[config.mk]
export PLATFORM = sky130hd
export DESIGN_NAME = sync_fifo
export DESIGN_NICKNAME = d
export VERILOG_FILES = /design/src/rtl/sync_fifo.sv
export SDC_FILE = /design/constraint.sdc
export NUM_CORES = 1
export LEC_CHECK = 0
export ABC_AREA = 1
export CORE_MARGIN = 2
export CORE_UTILIZATION = 45
export CTS_CLUSTER_DIAMETER = 200
export DETAILED_ROUTE_END_ITERATION = 12
export HOLD_SLACK_MARGIN = 0.02
export PLACE_DENSITY = 0.67
export SYNTH_ARGS = -nofsm -noshare
export SYNTH_HDL_FRONTEND = slang
export SYNTH_SLANG_ARGS = --single-unit
[constraint.sdc]
create_clock -name clk -period 3.2 [get_ports clk]
set_clock_uncertainty 0.15 [all_clocks]
set_input_delay 0.64 -clock clk [delete_from_list [all_inputs] [get_ports clk]]
set_output_delay 0.64 -clock clk [all_outputs]
set_load 0.03 [all_outputs]
[src/rtl/sync_fifo.sv]
// Single-clock FIFO with optional first-word-fall-through read, occupancy count and sticky error flags.
// Latency: write visible after 1 edge (FWFT) or popped onto rdata by the accepting read edge (standard).
// Backpressure: writes dropped while wfull (sets overflow), reads dropped while rempty (sets underflow).
module sync_fifo #(
    parameter int DSIZE      = 8,
    parameter int ASIZE      = 3,
    parameter int FWFT       = 0,
    parameter int AFULL_LVL  = 6,
    parameter int AEMPTY_LVL = 2
) (
    input  logic             clk,
    input  logic             rst,
    input  logic             clr,
    input  logic             winc,
    input  logic [DSIZE-1:0] wdata,
    input  logic             rinc,
    output logic [DSIZE-1:0] rdata,
    output logic             rvalid,
    output logic             wfull,
    output logic             rempty,
    output logic             walmost_full,
    output logic             ralmost_empty,
    output logic [ASIZE:0]   count,
    output logic             overflow,
    output logic             underflow
);

    localparam int DEPTH = 1 << ASIZE;

    logic [DSIZE-1:0] mem [DEPTH];
    logic [ASIZE-1:0] wptr;
    logic [ASIZE-1:0] rptr;
    logic [ASIZE:0]   cnt_q;
    logic             wr_acc;
    logic             rd_acc;

    assign count         = cnt_q;
    assign wfull         = (cnt_q == (ASIZE+1)'(DEPTH));
    assign rempty        = (cnt_q == '0);
    assign walmost_full  = (cnt_q >= (ASIZE+1)'(AFULL_LVL));
    assign ralmost_empty = (cnt_q <= (ASIZE+1)'(AEMPTY_LVL));

    // Accept decisions use only registered flags, so no input reaches a flag combinationally.
    assign wr_acc = winc & ~wfull  & ~clr;
    assign rd_acc = rinc & ~rempty & ~clr;

    always_ff @(posedge clk) begin
        if (rst || clr) begin
            wptr      <= '0;
            rptr      <= '0;
            cnt_q     <= '0;
            overflow  <= 1'b0;
            underflow <= 1'b0;
        end else begin
            if (wr_acc) wptr <= wptr + ASIZE'(1);
            if (rd_acc) rptr <= rptr + ASIZE'(1);
            case ({wr_acc, rd_acc})
                2'b10:   cnt_q <= cnt_q + (ASIZE+1)'(1);
                2'b01:   cnt_q <= cnt_q - (ASIZE+1)'(1);
                default: cnt_q <= cnt_q;
            endcase
            if (winc && wfull)  overflow  <= 1'b1;
            if (rinc && rempty) underflow <= 1'b1;
        end
    end

    // Storage is never cleared; only the pointers and count define validity.
    always_ff @(posedge clk) begin
        if (wr_acc) mem[wptr] <= wdata;
    end

    generate
        if (FWFT != 0) begin : g_fwft
            // Head word is presented combinationally from the array; zero while empty.
            assign rdata  = rempty ? '0 : mem[rptr];
            assign rvalid = ~rempty;
        end else begin : g_std
            logic [DSIZE-1:0] rdata_q;
            logic             rvalid_q;

            always_ff @(posedge clk) begin
                if (rst) begin
                    rdata_q  <= '0;
                    rvalid_q <= 1'b0;
                end else if (clr) begin
                    rvalid_q <= 1'b0;
                end else begin
                    rvalid_q <= rd_acc;
                    if (rd_acc) rdata_q <= mem[rptr];
                end
            end

            assign rdata  = rdata_q;
            assign rvalid = rvalid_q;
        end
    endgenerate

endmodule

### Yosys cells after proc, flatten, opt, wreduce, memory -nomap -nowiden

Memories as Yosys holds them, arrays and structs flattened. A register that Yosys moved wholly into a read port is not among the register bits.
Index checks and enable logic that the tools add are counted.

| storage, ports and cells | value |
|---|---|
| flip-flop bits (word level) | 13 |
| bits in writable memories | 64 |
| word-level logic and storage cells | 33 |
| memories | 1 |

Memories:

| memory | depth | width | read ports | clocked after Yosys merged registers in | wr ports | RTL line | text |
|---|---|---|---|---|---|---|---|
| mem | 8 | 8 | 1 | 1 | 1 | 30 | `logic [DSIZE-1:0] mem [DEPTH];` |

| operators by class | value |
|---|---|
| add/subtract/negate cells | 4 |
| $lt $le $gt $ge | 2 |
| equal/unequal tests | 3 |
| mux-type cells | 3 |
| bitwise operators | 7 |
| reduce and logical (&&, ||, !) cells | 7 |

Operators with widths:

| kind | number |
|---|---|
| $pmux W4 S2 | 1 |
| $add A3 B1 Y3 const B | 2 |
| $add A4 B1 Y4 const B | 1 |
| $and A1 B1 Y1 | 4 |
| $eq A4 B4 Y1 const B | 1 |
| $ge A4 B3 Y1 const B | 1 |
| $le A4 B2 Y1 const B | 1 |
| $logic_not A4 Y1 | 1 |
| $sub A4 B1 Y4 const B | 1 |
| $not A1 Y1 | 3 |
| $eq A2 B1 Y1 const B | 1 |
| $eq A2 B2 Y1 const B | 1 |
| $logic_and A1 B1 Y1 | 2 |
| $mux W1 | 2 |
| $reduce_and A2 Y1 | 1 |
| $reduce_bool A2 Y1 | 1 |
| $reduce_or A2 Y1 | 1 |
| $logic_or A1 B1 Y1 | 1 |

### Longest topological paths before layout

| logic depth | value |
|---|---|
| depth after elaboration | 6 |
| depth in mapped cells | 15 |

### Worst setup path before layout

OpenSTA, ideal clock, no wires.

| path | value |
|---|---|
| path type | register -> register |
| start | register cnt_q[0], in the netlist count[0] |
| end | register cnt_q[2], in the netlist count[2] |
| library setup time | 113 ps |
| arrival time | 1950 ps |
| required time | 2937 ps |
| setup slack | 987 ps |
| cell stages (with the launch flop) | 15 |
| path buffers | 1 |
| clock period less this slack | 2213 ps |
| cells stage by stage | dfxtp_1 > nor2_1 > nand2_2 > nand2_4 > nor2_8 > buf_12 > ha_1 > nand2_1 > inv_1 > nor2_1 > ha_1 > a21oi_1 > xnor2_1 > o21ai_1 > inv_1 |

| between the ends | value |
|---|---|
| cells in the longest elaborated chain, start to end | 6 |
| elaborated cells between the ends (all ways) | 14 |
| those cells by class | 2 x add/sub; 3 x eq/ne; 1 x mux; 6 x bitwise; 2 x reduce/logical |

RTL lines:

| element | RTL line | text |
|---|---|---|
| start, declared | 33 | `logic [ASIZE:0] cnt_q;` |
| start signal, assigned | 58 | `2'b10: cnt_q <= cnt_q + (ASIZE+1)'(1);` |
| start signal, assigned | 59 | `2'b01: cnt_q <= cnt_q - (ASIZE+1)'(1);` |
| start signal, assigned | 60 | `default: cnt_q <= cnt_q;` |
| $logic_not A4 Y1 * | 39 | `assign rempty = (cnt_q == '0);` |
| $not A1 Y1 * | 45 | `assign rd_acc = rinc & ~rempty & ~clr;` |
| $and A1 B1 Y1 * (2 in series) | 45 |  |
| via rd_acc | 35 | `logic rd_acc;` |
| $eq A2 B1 Y1 / $eq A2 B2 Y1 (equally long branches) | 57 | `case ({wr_acc, rd_acc})` |
| $pmux W4 S2 / $reduce_bool A2 Y1 (equally long branches) | -- |  |

The timed path passes the listed nets; every way through them passes the cells marked *.
A chain may end at the register's enable or synchronous reset.

### Worst setup path in the final report

| path | value |
|---|---|
| start | register cnt_q[0], in the netlist count[0] |
| end | output port wfull |

| between the ends | value |
|---|---|
| cells in the longest elaborated chain, start to end | 1 |

RTL lines:

| element | RTL line | text |
|---|---|---|
| $eq A4 B4 Y1 | 38 | `assign wfull = (cnt_q == (ASIZE+1)'(DEPTH));` |
| end, declared | 19 | `output logic wfull,` |

Every way passes these cells.

==> results.toml <==
[run_status]
outcome = "complete, no violations"

[synthesis]
synth_top_area_frac = 0.513
syn_area_um2 = 3740
synth.largest_area_cell = "edfxtp_1"
ys_seq_area_frac = 0.626
yosys_warnings = 0
postSynth.asyncResetShare = 0
synth_area_leaders = "edfxtp_1, dfxtp_1, nand2_1"
syn_nets = 409
ys_ff_latch = 85
synth.distinct_cells = 26
synth_edf_count = 64
ys.flop_type = "edfxtp_1"
avgSynthCellArea_um2 = 9.57
syn_inst = 391

[place]
place.gp.congestion = 0.798
hpwl_um = 4960
numPortBuffers = 31

[sta]
tns_ps = 0
grt_setup_unrepaired = "false"
setup_viol = 0
report.final.slew_viol_count = 0
maxSlewHeadroom = 0.612
finalCritPeriodShare = 0.811
fin_crit_ps = 2600
hold_violations = 0
max_freq_mhz = 385
tightest_slew_ps = 581

[cells_and_area]
multi_input_area_um2 = 1020
utilization = 0.540
seq_area_um2 = 2340
syn2layout_area_growth_pct = 17.3
final_nets = 448
nFillCells = 723
num_antenna_cells = 0
drive_gt1_frac = 0.0828

[cts]
cts_sinks = 85
root_buffer = "clkbuf_8"
clkLatencyLatePin_ps = 350
cts_buffer_depth = 2
cts_buffers = 9
postCtsSetupBuffers = 0
cts_resized = 0
cts_max_level = 3
cts_tree = "done"
hold_buffers = 0
clk_pin_slew_worst_paths_ps = 80

[pwr]
p_sw_mw = 0.500
ir_drop_mv = 0.262
clockPowerShare = 0.360
powerDensity_nw_per_um2 = 500
power.leakage_nw = 1.84
seqPwrFrac = 0.551
p_int_mw = 1.69
p_comb_frac = 0.089
swShare = 0.228

[worst_setup_path]
worst_setup_path_start_kind = "flop"
crit_slowest_cell = "clkdlybuf4s50_1"
required_ps = 2410
worstSetupPathType = "flop to primary output"
cp.arrival_ps = 1810
critical-path-max-stage-delay_ps = 670
crit_chain = "nor2_1 -> nand3_1 -> inv_1 -> clkdlybuf4s50_1"
r2r_start = "count[1]$_SDFFE_PP0P_"
startpoint = "count[0]$_SDFFE_PP0P_"
cp_max_fo = 5
reg2reg_depth = 13
cp-end-kind = "primary output"

[hold_path]
min_path_type = "flop to flop"
hp-start = "overflow$_SDFFE_PP0P_"
min_path_cells = 2

[routing]
wire_per_inst_um = 14.3
viasPerCell = 4.95
dr.pass1.iters = 4
routed_wl_um = 7730
drt_iter0_drc = 161
route.detailed.drc = 0
ant_nets = 0
vias = 2674

[global_routing]
overflow = 0
grt_usage = 0.188
grt_pass1_vias = 2464
grt_antenna_before_repair = 0
grt_pass1_wl_um = 12500
grt_max_degree = 35

[die]
io_pins = 32
die_h_um = 95.2
row_count = 33
core-area_um2 = 8130
die_w_um = 95.2
dieArea_um2 = 9060
start_util = 0.460

[run]
drv_cap = 0
-- synth_stat cells, types with 4 or more instances --
library cell and n:
nand2_1 106, buf_2 9, a21oi_1 19, dfxtp_1 21
edfxtp_1 64, ha_1 5, o21ai_0 6, nor2_1 15
inv_2 4, inv_1 70, nand3_1 52
-- path summary, 6_finish.rpt --
path / to / slack, ps
worst min register to register: overflow$_SDFFE_PP0P_ / 300
worst max register to register: count[2]$_SDFFE_PP0P_ / 970
worst max-delay path: wfull / 600
worst min-delay path: overflow$_SDFFE_PP0P_ / 300
-- worst max-delay path, delay by kind of cell, from the launching register on --
family / cells / cell delay (ps)
buffers and inverters: 2 / 780
flip-flops: 1 / 370
AND/OR/NAND/NOR: 2 / 320
-- power by group through the flow --
stage / sequential (mW) / combinational (mW) / clock, mW
2_1_floorplan: 1.25 / 0.107 / 0
3_3_place_gp: 1.23 / 0.196 / 0
3_5_place_dp: 1.23 / 0.197 / 0
4_1_cts: 1.21 / 0.197 / 0.810
5_1_grt: 1.21 / 0.217 / 0.855
6_report: 1.21 / 0.196 / 0.789
-- through the flow --
stage | hold WS [ps] | setup slack, ps | instances | power [mW] | instance area, um^2
final | 303 | 604 | 540 | 2.19 | 4390
after global placement | 290 | 477 | 524 | 1.43 | 4170
after detailed placement | 294 | 424 | 524 | 1.43 | 4170
after CTS | 307 | 579 | 540 | 2.22 | 4390
after global routing | 347 | 503 | 540 | 2.28 | 4390
after floorplan | 313 | 987 | 391 | 1.36 | 3740
-- sequential cells by signal, indices dropped and copies added (netlist names) --
register   cells
underflow      1
rvalid         1
wptr           3
count          4
mem           64
rptr           3
rdata          8
overflow       1
-- cell families (layout without fill, tap and decap cells) --
group / Yosys count / in the layout / share of synthesized area
adders and majority gates: 5 / 5 / 0.0167
DFF: 85 / 85 / 0.626
xor gates and xnor gates: 3 / 3 / 0.00702
and+or+nand+nor: 180 / 180 / 0.210
buffers and inverters: 89 / 133 / 0.101
AOI/OAI and AO/OA: 29 / 29 / 0.0404
-- cell type report --
type	count	share of cell area
clock inverter	2	0.00256
tap	105	0.0299
multi-input combinational	217	0.233
timing repair buffer	42	0.0895
sequential	85	0.533
inverter	75	0.0641
clock buffer	14	0.0470
-- metal layers --
layer,GRT usage,up-vias,wire length [um]
li1,-,1325,-
met3,0.0506,13,541
met1,0.255,1250,3470
met4,0.0664,0,138
met2,0.292,86,3580
met5,0,-,0
-- cells in the final DEF, fill, tap and decap left out --
cell	n
nand2_1	106
inv_1	70
edfxtp_1	64
nand3_1	52
clkdlybuf4s50_1	31
dfxtp_1	21
a21oi_1	19
nor2_1	15
buf_4	11
clkbuf_8	9
o21ai_0	6
ha_1	5
inv_2	4
clkbuf_16	3
nand2_2	2
nand3_2	2
clkinv_1	2
o21ai_1	2
xnor2_1	2
clkbuf_1	2
nor2_2	1
nand2_4	1
nor2_8	1
a211oi_1	1
xor2_1	1
a21oi_2	1
clkinvlp_4	1
(Power assumes the default switching activity.)
